## src/rtl/analog_pin_sampler.sv

```systemverilog
// Synchronises the pin-out block's analog pins and counts high samples per pin
// over a programmable window, returning the counts through a valid/ready handshake.
module analog_pin_sampler #(
  parameter int NUM_PINS      = 6,
  parameter int CNT_W         = 16,
  parameter int SETTLE_CYCLES = 4
) (
  input  logic                      clk,
  input  logic                      rst_n,
  input  logic                      start,
  input  logic [CNT_W-1:0]          window,
  input  logic [NUM_PINS-1:0]       analog_in,
  output logic                      busy,
  output logic                      result_valid,
  input  logic                      result_ready,
  output logic [NUM_PINS*CNT_W-1:0] result_counts
);

  typedef enum logic [1:0] {IDLE, SETTLE, SAMPLE, DONE} state_t;

  state_t              state;
  state_t              state_next;
  logic [NUM_PINS-1:0] sync1;
  logic [NUM_PINS-1:0] sync2;
  logic [CNT_W-1:0]    window_q;
  logic [CNT_W-1:0]    sample_cnt;
  logic [7:0]          settle_cnt;
  logic [CNT_W-1:0]    counts [NUM_PINS];
  logic                accept;
  logic                settle_last;
  logic                sample_last;

  assign accept      = (state == IDLE) && start;
  assign settle_last = (settle_cnt == 8'(SETTLE_CYCLES - 1));
  assign sample_last = (sample_cnt == window_q - CNT_W'(1));

  always_ff @(posedge clk or negedge rst_n) begin
    if (!rst_n) begin
      state <= IDLE;
    end else begin
      state <= state_next;
    end
  end

  always_comb begin
    state_next = state;
    case (state)
      IDLE:   if (start) state_next = SETTLE;
      SETTLE: if (settle_last) state_next = (window_q == '0) ? DONE : SAMPLE;
      SAMPLE: if (sample_last) state_next = DONE;
      DONE:   if (result_ready) state_next = IDLE;
      default: state_next = IDLE;
    endcase
  end

  always_comb begin
    busy         = (state != IDLE);
    result_valid = (state == DONE);
  end

  // Two-flop synchroniser; the settle interval absorbs its latency before sampling.
  always_ff @(posedge clk or negedge rst_n) begin
    if (!rst_n) begin
      sync1 <= '0;
      sync2 <= '0;
    end else begin
      sync1 <= analog_in;
      sync2 <= sync1;
    end
  end

  always_ff @(posedge clk or negedge rst_n) begin
    if (!rst_n) begin
      window_q   <= '0;
      settle_cnt <= '0;
      sample_cnt <= '0;
    end else if (accept) begin
      window_q   <= window;
      settle_cnt <= '0;
      sample_cnt <= '0;
    end else begin
      if (state == SETTLE) settle_cnt <= settle_cnt + 8'd1;
      if (state == SAMPLE) sample_cnt <= sample_cnt + CNT_W'(1);
    end
  end

  // A count can never exceed the window, so plain addition cannot wrap.
  always_ff @(posedge clk or negedge rst_n) begin
    if (!rst_n) begin
      for (int i = 0; i < NUM_PINS; i++) counts[i] <= '0;
    end else if (accept) begin
      for (int i = 0; i < NUM_PINS; i++) counts[i] <= '0;
    end else if (state == SAMPLE) begin
      for (int i = 0; i < NUM_PINS; i++) counts[i] <= counts[i] + CNT_W'(sync2[i]);
    end
  end

  always_comb begin
    result_counts = '0;
    for (int i = 0; i < NUM_PINS; i++) result_counts[i*CNT_W +: CNT_W] = counts[i];
  end

endmodule

```

## config.mk

```make
export PLATFORM = sky130hd
export DESIGN_NAME = analog_pin_sampler
export DESIGN_NICKNAME = d
export VERILOG_FILES = /design/src/rtl/analog_pin_sampler.sv
export SDC_FILE = /design/constraint.sdc
export NUM_CORES = 1
export LEC_CHECK = 0
export CELL_PAD_IN_SITES_DETAIL_PLACEMENT = 1
export CELL_PAD_IN_SITES_GLOBAL_PLACEMENT = 1
export CORE_ASPECT_RATIO = 1.75
export CORE_MARGIN = 1
export CORE_UTILIZATION = 40
export CTS_CLUSTER_SIZE = 16
export DETAILED_ROUTE_END_ITERATION = 16
export DONT_BUFFER_PORTS = 1
export GPL_ROUTABILITY_DRIVEN = 0
export PLACE_DENSITY = 0.73
export SETUP_SLACK_MARGIN = 0.5
export SYNTH_ARGS = -nofsm -noshare
export SYNTH_HDL_FRONTEND = slang
export SYNTH_SLANG_ARGS = --single-unit
```

## constraint.sdc

```tcl
create_clock -name clk -period 3 [get_ports clk]
set_input_delay 0.9 -clock clk [delete_from_list [all_inputs] [get_ports clk]]
set_output_delay 0.9 -clock clk [all_outputs]
set_load 0.1 [all_outputs]
```

Word-level counts from Yosys, hierarchy flattened
Index checks and enable logic that the tools add are counted.

operators by class
  add/subtract/negate cells = 9
  multiply operators = 0
  div/mod/pow operators = 0
  magnitude comparators = 0
  equality and inequality tests = 9
  shift operators = 0
  muxes and demuxes = 12
  bitwise logic cells = 0
  reductions and logical operators = 7

operators by type and width
  operator                                                                  number
  96-bit 2-to-1 mux                                                         2
  16-bit by 1-bit adder with 16-bit output                                  6
  16-bit 2-to-1 mux                                                         2
  16-bit by 1-bit adder with 16-bit output (second input constant)          1
  16-bit == test                                                            1
  16-bit logical NOT                                                        1
  8-bit 2-to-1 mux                                                          2
  16-bit by 1-bit subtractor with 16-bit output (second input constant)     1
  8-bit by 1-bit adder with 8-bit output (second input constant)            1
  8-bit by 2-bit == test with 1-bit output (second input constant)          1
  2-bit 2-to-1 mux                                                          4
  2-bit one-hot mux with 4 select lines                                     1
  2-bit inequality test (second input constant)                             3
  2-bit nonzero test                                                        3
  2-bit == test (second input constant)                                     2
  4-bit AND reduction                                                       1
  2-bit by 1-bit == test with 1-bit output (second input constant)          1
  2-bit logical NOT                                                         1
  2-bit by 1-bit inequality test with 1-bit output (second input constant)  1
  1-bit logical AND                                                         1
  1-bit 2-to-1 mux                                                          1

storage, ports and cells
  register bits = 150
  bits in latches = 0
  RAM bits = 0
  memory bits (read-only) = 0
  output and inout bits = 98
  word-level logic and storage cells = 49
  memories kept = 0

Longest topological paths before layout
  depth after elaboration = 4
  mapped depth = 9

Worst setup path after synthesis
No wires, ideal clock.

  path type = reg2reg
  start point = register state[0]
  end point = register state[1]
  setup time = 0.128 ns
  data arrival time = 2.446 ns
  path slack = 0.426 ns
  stages on the path, launching flop included = 9
  path buffers = 0
  clock period less this slack = 2.574 ns
  path through = dfrtp_1 -> inv_1 -> ha_1 -> inv_1 -> o221ai_2 -> nor3_2 -> nand4_1 -> o32ai_2 -> mux2_1

between the ends
  longest elaborated chain between the ends = 3

ends and longest elaborated chain
  item                                                                                                               line  text
  start, declared                                                                                                    21    state_t state;
  start signal, assigned                                                                                             41    state <= state_next;
  2-bit == test, or another cell as far along                                                                        47    case (state)
  2-bit inequality test (no source line) / 2-bit by 1-bit inequality test with 1-bit output (equally long branches)  --
  4-bit AND reduction (no source line)                                                                               --

Parallel ways exist; a longest one is shown, timed or not.
A chain may end at the register's enable or synchronous reset.

Worst setup path after layout
  start point = register window_q[1]
  end point = register state[1]

between the ends
  longest elaborated chain between the ends = 4

ends and longest elaborated chain
  item                                           line  text
  start, declared                                25    logic [CNT_W-1:0] window_q;
  start signal, assigned                         78    window_q <= window;
  16-bit by 1-bit subtractor with 16-bit output  35    assign sample_last = (sample_cnt == window_q - CNT_W'(1));
  16-bit == test                                 35
  2-bit inequality test (no source line)         --
  4-bit AND reduction (no source line)           --

Every way passes these cells.

==> results.md <==
- Cell with the most instances after synthesis: dfrtp_1
- Worst EP required: around 3.3 ns
- # setup viols final: 0
- Seq pwr share: 0.332
- Pin count of the biggest net entering global routing: 151
- Slew @ Worst Pin: approximately 0.97 ns
- CP Launch Type: flop
- Max VDD drop: between 400 and 500 uV
- Root Buffer: clkbuf_16
- Net Sw Frac: 0.4093
- Largest area contributor in the netlist: dfrtp_1
- Initial antenna violation count: 0
- Sink Count: 150
- Synthesis-stage register bit count: 150
- NetSw: approximately 3.4 mW
- Register area share after synthesis: 0.5169
- CP endpoint: state[1]
- R2R Path End: state[1]
- Core area: between 15,000 and 20,000 sq um
- Number of I/O pins: ~120
- Worst Skew: 0.007590 ns
- Congestion Overflow GR: 0
- Total track usage: 0.2173
- Pleak: roughly 4.3 nW
- Clk_lat worst skew: around 0.43 ns
- Crit share post-route: 0.8681
- Via count: roughly 5,700
- Synth top area share: 0.5169
- Post-synth top cells: dfrtp_1 (150), nor2_1 (123), xor2_1 (82)
- Fin. max-slew vios: 0
- Clk pwr share: 0.292
- Area contributors post-synth: dfrtp_1 (52%), xor2_1 (9.9%), nor2_1 (6.4%)
- Synthesis Warnings: 0
- Reg2reg path depth: 9
- Yosys cell types: 43
- Layout cell share with drive strength beyond 1: 0.2283
- Rows: 64
- Setup_tns: 0 ns
- Non-filler cells, final: about 1,100
- Routed Antenna Nets: 0
- Crit Path Max Fanout: 5
- Routed WL per cell: roughly 18 microns
- Final core utilization: 0.5168
- R2R Path Start: window_q[1]
- Via density: 5.350
- PortBufs: 0
- Hold_ws: 0.1631 ns
- Clk buf depth: 2
- Fin. Hold Viols: 0
- CTS H-Tree Depth: 4
- Overall Power: approximately 8.3 mW
- Fillers: around 2,000
- Initial core utilization: 0.4122
- Vias in the first global route: around 6,400
- Post-synth top flop: dfrtp_1
- DR pass1 iterations: 4
- Cell area after synthesis: between 7000 and 8000 sq um
- Rel. slew slack: 0.3547
- Max_cap viols: 0
- First-pass GRT wire length: ~32 mm
- Die Area: approximately 19,000 sq um
- Chip Height: 180.2 microns
- ANT cells: 0
- Initial DRC Count: around 180
- RSZ-0062 raised after global routing: yes
- Int Pwr: just under 5 mW
- Arrival @ worst endpoint: 2.92 ns
- Combinational Power Share: 0.376
- Drt total wl: between 15 and 20 mm
- Post-DP HPWL: about 13 mm
- Placed cell count: approximately 1,000
- F_max: roughly 0.38 GHz
- Post-Syn Instances: between 700 and 800
- Synthesized Nets: between 700 and 800
- Post-route DRC: 0
- Ys async rst share: 1.000
- Post-layout min period: approximately 2.6 ns
- Reg2reg setup slack: about 0.40 ns
- Area Overhead vs Synth: 25.36%
- PwrDens: between 900 and 1000 nW/um^2
- Hold buffer count at cts: 0
- Status: complete, no violations
- Min-delay worst type: in -> async
- CP Capture Type: flop
- Register clock-pin slew on the reported worst setup and hold paths: roughly 0.060 ns
- Syn_area_per_cell: about 10 sq um
- DIE WIDTH: just over 100 microns
- Nets: 862
- WS Path Type: reg -> reg
- Num CTS Buffers: 17
- TritonCTS clock tree: done
- Critical path startpoint: window_q[1]
- Post-synth EDFFs: 0
## flip-flops by register name (all words and copies together), names as in the netlist
| signal | count |
|---|---|
| sync2 | 6 |
| settle_cnt | 8 |
| state | 2 |
| sync1 | 6 |
| result_counts | 96 |
| window_q | 16 |
| sample_cnt | 16 |
## worst min path at each step
stage	slack, ns	depth (start not counted)	to	from
after floorplan	0.33	0	sync2[0]	sync1[0]
after global placement	0.33	0	sync2[2]	sync1[2]
after detailed placement	0.34	0	sync2[2]	sync1[2]
after CTS	0.14	0	result_counts[40]	rst_n
after global routing	0.13	0	sync2[2]	rst_n
final	0.16	0	result_counts[40]	rst_n
## power by group through the flow
stage / Clock [mW] / Combinational, mW / Sequential (mW)
6_report: 2.43 / 3.13 / 2.76
3_3_place_gp: 0 / 2.79 / 2.71
2_1_floorplan: 0 / 1.30 / 3.59
3_5_place_dp: 0 / 2.92 / 2.74
4_1_cts: 2.49 / 3.05 / 2.73
5_1_grt: 2.56 / 3.34 / 2.81
## routing by layer
metal  share of wire  global-route usage  vias up  wire, microns
li1                -                   -     2601              -
met1            0.34              0.2068     2909           6695
met2            0.57              0.4133      115          11130
met3           0.052             0.06727       41           1017
met4           0.034              0.1069        0            662
met5               0                   0        -              0
## worst max-delay path: stages, from the launching register on
cell	delay [ns]
dfrtp_1	0.44
inv_2	0.11
ha_2	0.19
nor3b_4	0.32
nand2_2	0.19
nor2_1	0.25
xnor2_2	0.14
nand4_1	0.13
o32ai_2	0.38
mux2_4	0.34
## cell usage in the layout (no fill, tap or decap), drive strengths merged, types with 6 or more instances in the layout
| cell | n |
|---|---|
| dfrtp | 150 |
| nor2 | 123 |
| buf | 111 |
| xor2 | 82 |
| nand2 | 56 |
| xnor2 | 35 |
| nand3 | 31 |
| nand4 | 26 |
| and3 | 21 |
| ha | 21 |
| clkbuf | 19 |
| o21ai | 17 |
| or3 | 15 |
| a21oi | 15 |
| mux2i | 15 |
| mux2 | 15 |
| nor3 | 14 |
| inv | 13 |
| nor4 | 8 |
| bufinv | 6 |
## per-stage QoR
step | area [sq um] | worst slack, ns
after floorplan | 7266 | 0.5376
after global routing | 9104 | 0.3105
after global placement | 8244 | 0.3647
after CTS | 9016 | 0.4197
after detailed placement | 8244 | 0.1415
final | 9104 | 0.3957
## cells by family after synthesis
logic type | synth area share
simple gates | 0.2042
flops | 0.5169
buf+inv | 0.01912
compound gates | 0.03756
xor+xnor | 0.1421
mux | 0.04393
fa+ha+maj | 0.03618
## area by class of cell
type                    instances  area, sq um  area share
repair buffers                111        845.8     0.09291
clock inverters                13        227.7     0.02501
flip-flops and latches        150         3759      0.4129
multi-input cells             521         3483      0.3826
inverters                      14        56.30    0.006185
clock buffers                  19        442.9     0.04865
well taps                     231        289.0     0.03175
## what timing repair did
action,in CTS,in global routing
pin swaps,6,5
endpoints found under the setup margin,3,9
gates resized for setup,12,13
buffers inserted,6,4
No activity file was read; power rests on OpenSTA's default activity.
